===== src/rtl/fpu_round_pipe.sv =====
// -----------------------------------------------------------------------------
// fpu_round_pipe
//
// Two-stage pipelined rounding and packing unit. Accepts an unrounded result
// (sign, special-case flags, biased exponent, mantissa with hidden bit, three
// guard bits and a rounding mode). It produces a packed IEEE-754 word plus
// {overflow, underflow, inexact} flags. The same RTL is instantiated for single
// precision (EXP_W=8, MAN_W=23) and double precision (EXP_W=11, MAN_W=52).
//
// Stage 1 registers the rounding decision (increment, inexact, tiny, overflow
// hint, special class). Stage 2 applies the increment, renormalises and packs.
// Both stages use a valid/ready handshake with full backpressure. A stalled
// stage holds its contents, so the outputs are stable while
// out_valid & !out_ready.
//
// Ports:
//   clk, rst_n            clock, asynchronous active-low reset
//   in_valid / in_ready   input handshake (in_ready does not depend on in_valid)
//   in_sign, in_nan, in_inf, in_zero   sign and special-case flags
//   in_exponent [EXP_W]   biased exponent
//   in_mantissa [MAN_W+1] mantissa, MSB = hidden bit (0 means denormal)
//   in_guard [3]          {round bit, second guard bit, sticky}
//   in_mode [2]           0=EVEN, 1=DOWN, 2=UP, 3=ZERO
//   in_tag [TAG_W]        opaque tag carried alongside the beat
//   out_valid / out_ready output handshake
//   out_result            packed {sign, exponent, mantissa}
//   out_flags [3]         {overflow, underflow, inexact}
//   out_tag [TAG_W]       tag of the output beat
// -----------------------------------------------------------------------------
module fpu_round_pipe #(
    parameter int EXP_W = 8,
    parameter int MAN_W = 23,
    parameter int TAG_W = 4
) (
    input  logic                     clk,
    input  logic                     rst_n,
    input  logic                     in_valid,
    output logic                     in_ready,
    input  logic                     in_sign,
    input  logic                     in_nan,
    input  logic                     in_inf,
    input  logic                     in_zero,
    input  logic [EXP_W-1:0]         in_exponent,
    input  logic [MAN_W:0]           in_mantissa,
    input  logic [2:0]               in_guard,
    input  logic [1:0]               in_mode,
    input  logic [TAG_W-1:0]         in_tag,
    output logic                     out_valid,
    input  logic                     out_ready,
    output logic [EXP_W+MAN_W:0]     out_result,
    output logic [2:0]               out_flags,
    output logic [TAG_W-1:0]         out_tag
);

    localparam int W = EXP_W + MAN_W + 1;

    localparam logic [EXP_W-1:0] EXP_ONES = {EXP_W{1'b1}};
    // Largest finite biased exponent (all-ones minus one).
    localparam logic [EXP_W-1:0] EXP_MAXF = {{(EXP_W-1){1'b1}}, 1'b0};

    typedef enum logic [1:0] {
        CLS_NUM  = 2'd0,
        CLS_ZERO = 2'd1,
        CLS_INF  = 2'd2,
        CLS_NAN  = 2'd3
    } cls_t;

    // -------------------------------------------------------------------------
    // Handshake / advance control
    // -------------------------------------------------------------------------
    logic s1_valid_reg;
    logic s2_valid_reg;
    logic s1_adv;
    logic s2_adv;

    assign s2_adv   = !s2_valid_reg || out_ready;
    assign s1_adv   = !s1_valid_reg || s2_adv;
    assign in_ready = s1_adv;

    // -------------------------------------------------------------------------
    // Stage 1: rounding decision
    // -------------------------------------------------------------------------
    logic r_bit;
    logic s_bit;
    logic l_bit;
    logic [3:0] inc_by_mode;

    assign r_bit = in_guard[2];
    assign s_bit = in_guard[1] | in_guard[0];
    assign l_bit = in_mantissa[0];

    // One increment rule per rounding mode. The beat's own mode then selects
    // one of them, so mixed-mode beats can stream back to back.
    genvar gi;
    generate
        for (gi = 0; gi < 4; gi++) begin : g_inc
            if (gi == 0) begin : g_even
                assign inc_by_mode[gi] = r_bit & (s_bit | l_bit);
            end else if (gi == 1) begin : g_down
                assign inc_by_mode[gi] = in_sign & (r_bit | s_bit);
            end else if (gi == 2) begin : g_up
                assign inc_by_mode[gi] = !in_sign & (r_bit | s_bit);
            end else begin : g_zero
                assign inc_by_mode[gi] = 1'b0;
            end
        end
    endgenerate

    cls_t s1_cls_next;
    logic s1_inexact_next;
    logic s1_tiny_next;
    logic s1_ovf_next;

    always_comb begin
        s1_cls_next = CLS_NUM;
        if (in_nan) begin
            s1_cls_next = CLS_NAN;
        end else if (in_inf) begin
            s1_cls_next = CLS_INF;
        end else if (in_zero) begin
            s1_cls_next = CLS_ZERO;
        end
    end

    assign s1_inexact_next = r_bit | s_bit;
    assign s1_tiny_next    = (in_exponent == '0) && s1_inexact_next;

    // Overflow is judged on the nearest-rounded magnitude: an all-ones input
    // exponent, or a mantissa of all ones at the largest finite exponent with
    // the round bit set, lies at or beyond the halfway point above max finite.
    // The delivered value still follows the mode. Directed modes that do not
    // increment therefore still flag overflow while returning max finite.
    assign s1_ovf_next = (in_exponent == EXP_ONES) ||
                         ((in_exponent == EXP_MAXF) && (&in_mantissa) && r_bit);

    cls_t               s1_cls_reg;
    logic               s1_sign_reg;
    logic [EXP_W-1:0]   s1_exp_reg;
    logic [MAN_W:0]     s1_man_reg;
    logic               s1_inc_reg;
    logic               s1_inexact_reg;
    logic               s1_tiny_reg;
    logic               s1_ovf_reg;
    logic [1:0]         s1_mode_reg;
    logic [TAG_W-1:0]   s1_tag_reg;

    always_ff @(posedge clk or negedge rst_n) begin
        if (!rst_n) begin
            s1_valid_reg   <= 1'b0;
            s1_cls_reg     <= CLS_NUM;
            s1_sign_reg    <= 1'b0;
            s1_exp_reg     <= '0;
            s1_man_reg     <= '0;
            s1_inc_reg     <= 1'b0;
            s1_inexact_reg <= 1'b0;
            s1_tiny_reg    <= 1'b0;
            s1_ovf_reg     <= 1'b0;
            s1_mode_reg    <= '0;
            s1_tag_reg     <= '0;
        end else if (s1_adv) begin
            s1_valid_reg <= in_valid;
            if (in_valid) begin
                s1_cls_reg     <= s1_cls_next;
                s1_sign_reg    <= in_sign;
                s1_exp_reg     <= in_exponent;
                s1_man_reg     <= in_mantissa;
                s1_inc_reg     <= inc_by_mode[in_mode];
                s1_inexact_reg <= s1_inexact_next;
                s1_tiny_reg    <= s1_tiny_next;
                s1_ovf_reg     <= s1_ovf_next;
                s1_mode_reg    <= in_mode;
                s1_tag_reg     <= in_tag;
            end
        end
    end

    // -------------------------------------------------------------------------
    // Stage 2: apply increment, renormalise, pack
    // -------------------------------------------------------------------------
    logic [MAN_W+1:0] man_sum;
    logic             man_carry;
    logic [MAN_W:0]   man_rnd;
    logic [EXP_W:0]   exp_rnd;
    logic             ovf;
    logic [3:0]       ovf_inf_by_mode;
    logic             ovf_to_inf;

    assign man_sum   = {1'b0, s1_man_reg} + {{(MAN_W+1){1'b0}}, s1_inc_reg};
    assign man_carry = man_sum[MAN_W+1];
    assign man_rnd   = man_carry ? man_sum[MAN_W+1:1] : man_sum[MAN_W:0];

    // The exponent is one bit wider so a carry out of the largest exponent is
    // visible. A denormal whose rounded hidden bit comes out set becomes the
    // smallest normal (exponent 1).
    always_comb begin
        exp_rnd = {1'b0, s1_exp_reg} + {{EXP_W{1'b0}}, man_carry};
        if ((s1_exp_reg == '0) && !man_carry && man_rnd[MAN_W]) begin
            exp_rnd = {{EXP_W{1'b0}}, 1'b1};
        end
    end

    assign ovf = s1_ovf_reg || (exp_rnd >= {1'b0, EXP_ONES});

    // Per-mode overflow target: 1 = signed infinity, 0 = signed max finite.
    generate
        for (gi = 0; gi < 4; gi++) begin : g_ovf
            if (gi == 0) begin : g_even
                assign ovf_inf_by_mode[gi] = 1'b1;
            end else if (gi == 1) begin : g_down
                assign ovf_inf_by_mode[gi] = s1_sign_reg;
            end else if (gi == 2) begin : g_up
                assign ovf_inf_by_mode[gi] = !s1_sign_reg;
            end else begin : g_zero
                assign ovf_inf_by_mode[gi] = 1'b0;
            end
        end
    endgenerate

    assign ovf_to_inf = ovf_inf_by_mode[s1_mode_reg];

    logic [W-1:0] result_next;
    logic [2:0]   flags_next;

    always_comb begin
        result_next = '0;
        flags_next  = '0;
        case (s1_cls_reg)
            CLS_NAN: begin
                result_next = '1;
            end
            CLS_INF: begin
                result_next = {s1_sign_reg, EXP_ONES, {MAN_W{1'b0}}};
            end
            CLS_ZERO: begin
                result_next = {s1_sign_reg, {(W-1){1'b0}}};
            end
            default: begin
                if (ovf) begin
                    flags_next = {1'b1, s1_tiny_reg, 1'b1};
                    if (ovf_to_inf) begin
                        result_next = {s1_sign_reg, EXP_ONES, {MAN_W{1'b0}}};
                    end else begin
                        result_next = {s1_sign_reg, EXP_MAXF, {MAN_W{1'b1}}};
                    end
                end else begin
                    flags_next  = {1'b0, s1_tiny_reg, s1_inexact_reg};
                    result_next = {s1_sign_reg, exp_rnd[EXP_W-1:0], man_rnd[MAN_W-1:0]};
                end
            end
        endcase
    end

    logic [W-1:0]     out_result_reg;
    logic [2:0]       out_flags_reg;
    logic [TAG_W-1:0] out_tag_reg;

    always_ff @(posedge clk or negedge rst_n) begin
        if (!rst_n) begin
            s2_valid_reg   <= 1'b0;
            out_result_reg <= '0;
            out_flags_reg  <= '0;
            out_tag_reg    <= '0;
        end else if (s2_adv) begin
            s2_valid_reg <= s1_valid_reg;
            if (s1_valid_reg) begin
                out_result_reg <= result_next;
                out_flags_reg  <= flags_next;
                out_tag_reg    <= s1_tag_reg;
            end
        end
    end

    assign out_valid  = s2_valid_reg;
    assign out_result = out_result_reg;
    assign out_flags  = out_flags_reg;
    assign out_tag    = out_tag_reg;

endmodule


===== config.mk =====
export PLATFORM = sky130hd
export DESIGN_NAME = fpu_round_pipe
export DESIGN_NICKNAME = d
export VERILOG_FILES = /design/src/rtl/fpu_round_pipe.sv
export SDC_FILE = /design/constraint.sdc
export NUM_CORES = 1
export LEC_CHECK = 0
export BUFFER_PORTS_ARGS = -buffer_cell sky130_fd_sc_hd__buf_4
export CELL_PAD_IN_SITES_DETAIL_PLACEMENT = 1
export CELL_PAD_IN_SITES_GLOBAL_PLACEMENT = 1
export CORE_MARGIN = 2
export CORE_UTILIZATION = 42
export DETAILED_ROUTE_END_ITERATION = 12
export PLACE_DENSITY = 0.83
export SLEW_MARGIN = 20
export SYNTH_ARGS = -nofsm -noshare
export SYNTH_HDL_FRONTEND = slang
export SYNTH_SLANG_ARGS = --single-unit
export TNS_END_PERCENT = 5

===== constraint.sdc =====
create_clock -name clk -period 4.1 [get_ports clk]
set_input_delay 0.615 -clock clk [delete_from_list [all_inputs] [get_ports clk]]
set_output_delay 0.615 -clock clk [all_outputs]
set_load 0.01 [all_outputs]

==> flow_summary.toml <==
[outcome]
status = "finished, final reports clean"

[cts]
cts_resized = 0
cts.sinks = 86
cts_setup_buffers = 0
cts_made_buffers = 9
cts-root-buf = "clkbuf_8"
cts_hold_buf = 0
htreeDepth = 3
cts_tree = "yes"
clk_path_buf_depth = 2
clk_pin_slew_worst_paths_ps = 90
insertion_delay_ps = 360

[sta]
whs_ps = 311
setup_ws_ps = 313
hold_viol_final = 0
min_period_ps = 3790
tns_ps = 0
skew_ps = 15.0
clock.fmax_ghz = 0.264
rsz0062_at_grt = "false"
period_share_pct = 92.4
worst_slew_margin_rel_pct = 48.6
setup_viol = 0
slew_viol_final = 0
worst_slew_pin_slew_ps = 772

[route]
wl_per_cell_um = 19.3
drtAntennaViolNets = 0
dr.pass1.iters = 4
drt_iter0_markers = 175
routed_wl_um = 11700
viasPerCell = 5.68
drc = 0
num_vias = 3446

[global_routing]
grt.total_usage_pct = 21.5
antenna_found_initial = 0
grt_start_max_net_pins = 87
overflow = 0
grt_pass1_wl_um = 18600
grt_pass1_vias = 3562

[setup_path]
start_kind = "flip-flop"
arrival_ps = 4070
cp.required_ps = 4390
cp-end-kind = "flip-flop"
crit_fanout = 23
reg2regPathDepth = 11
reg2reg_to = "out_result[13]$_DFFE_PN0P_"
r2r_slack_ps = 310
crit_type = "reg2reg"
regToRegStartpoint = "s1_man_reg[8]$_DFFE_PN0P_"

[synthesis]
ys_seq_area_share_pct = 49.8
synth-seq-cells = 86
syn_avg_cell_area_um2 = 11.2
synth_flop_cell = "dfrtp_1"
ys_warn_count = 0
syn_nets = 437
synth_area_mm2 = 0.00432
synth_edf_count = 0
synthArstFlopShare_pct = 100
yosys.cell_types.count = 57
synth_cells = 385

[power]
p_leak_nw = 2.29
irDropWorstVdd_mv = 0.185
power_density_mw_per_mm2 = 440

[finish]
nNetsFinal = 518
nFillCells = 1116
fin_area_mm2 = 0.00520
syn_to_final_growth_pct = 20.4
layout_common_cells = "buf_4 (88), dfrtp_1 (86), nand2_1 (56)"
largest_reg_flops = 32
layout_commonest_cell = "buf_4"
antenna_cells = 0
drive_above_1_share_pct = 35.9

[floorplan]
initial_core_util_pct = 42.6
ios = 90
core_area_mm2 = 0.0101
rows = 37
dieHeight_um = 105
die_w_um = 105
die-area_mm2 = 0.0111

[placed_design]
hpwl_um = 8600
pre_cts_slack_ps = 359
placed_area_mm2 = 0.00502
place.gp.congestion = 0.873
numPortBuffers = 89

[worst_hold_path]
hp-class = "in2async"

[job]
drv_cap = 0
==> power by group <==
part           switching, W  internal [W]  leakage (nW)
logic              0.000275      0.000321          1.18
registers          0.000152       0.00100          1.03
clock network      0.000304      0.000236        0.0776
==> stage by stage <==
stage / total power [W] / instances / util, %
after floorplan: 0.00146 / 385 / -
after global placement: 0.00173 / 591 / 49.5
after detailed placement: 0.00177 / 591 / 49.5
after CTS: 0.00230 / 607 / 51.2
after global routing: 0.00241 / 607 / 51.3
final: 0.00229 / 607 / 51.3
==> layout make-up <==
class                   count  area, um^2  share of cell area, %
inverters                   5        18.8                  0.361
flip-flops and latches     86        2150                   41.4
multi-input cells         275        2010                   38.7
well taps                 136         170                   3.27
clock inverters             5        35.0                  0.673
clock buffers              11         141                   2.72
repair buffers             89         672                   12.9
==> worst max-delay path by stage <==
stage                                    startpoint                         end  slack [ps]  cells after the start
after detailed placement  s1_man_reg[8]$_DFFE_PN0P_   out_result[7]$_DFFE_PN0P_         360                     11
after global placement    s1_man_reg[8]$_DFFE_PN0P_  out_result[21]$_DFFE_PN0P_         590                     11
final                     s1_man_reg[8]$_DFFE_PN0P_  out_result[13]$_DFFE_PN0P_         310                     11
after CTS                 s1_man_reg[8]$_DFFE_PN0P_   out_result[7]$_DFFE_PN0P_         330                     11
after global routing      s1_man_reg[8]$_DFFE_PN0P_  out_result[13]$_DFFE_PN0P_         120                     11
after floorplan           s1_man_reg[8]$_DFFE_PN0P_   out_result[1]$_DFFE_PN0P_         730                     13
==> worst max-delay path, cell delays in order (launching register included) <==
cell and delay [ps]:
dfrtp_1 480, nand4_2 180, or2_1 370, or4_1 590
inv_1 110, ha_1 160, nand2_1 80, or4b_1 490
or4_4 440, o211ai_4 140, a32o_2 480, a221o_1 190
==> layer usage <==
layer / global-route usage [%] / vias to the layer above / wire, um
met4: 7.24 / 0 / 178
met2: 35.3 / 102 / 5800
met1: 28.6 / 1743 / 5110
li1: - / 1585 / -
met3: 3.90 / 16 / 636
met5: 0 / - / 0
==> cells by family (layout without fill, tap and decap cells) <==
logic type / count (synthesis) / after routing / share of synthesized area, %
AO/OA/AOI/OAI: 59 / 59 / 11.6
XOR/XNOR: 25 / 25 / 5.07
adder cells (fa/ha/maj): 3 / 3 / 0.869
buffers and inverters: 24 / 110 / 3.74
flip-flops: 86 / 86 / 49.8
multiplexers: 43 / 43 / 11.2
AND/OR/NAND/NOR: 145 / 145 / 17.8
==> cells in the mapped netlist, drive strengths merged, types with 2 or more instances <==
library cell	instances	area, um^2
and3	7	47.5
xor2	9	78.8
nand2	58	220
and2	7	48.8
nand3	8	40.0
o31ai	2	15.0
nor3	5	35.0
buf	11	86.3
or4	4	33.8
a221o	22	221
a211oi	2	15.0
xnor2	16	140
nand4	15	100
o21ai	8	40.0
mux2	42	473
a21oi	7	35.0
a31oi	2	12.5
clkbuf	7	47.5
ha	3	37.5
o22a	6	52.6
nand2b	4	25.0
nand3b	3	22.5
dfrtp	86	2150
nor4	8	50.1
nor2	17	66.3
inv	5	18.8
and4	3	28.8
Note: power is estimated with default switching activity, not from simulation.
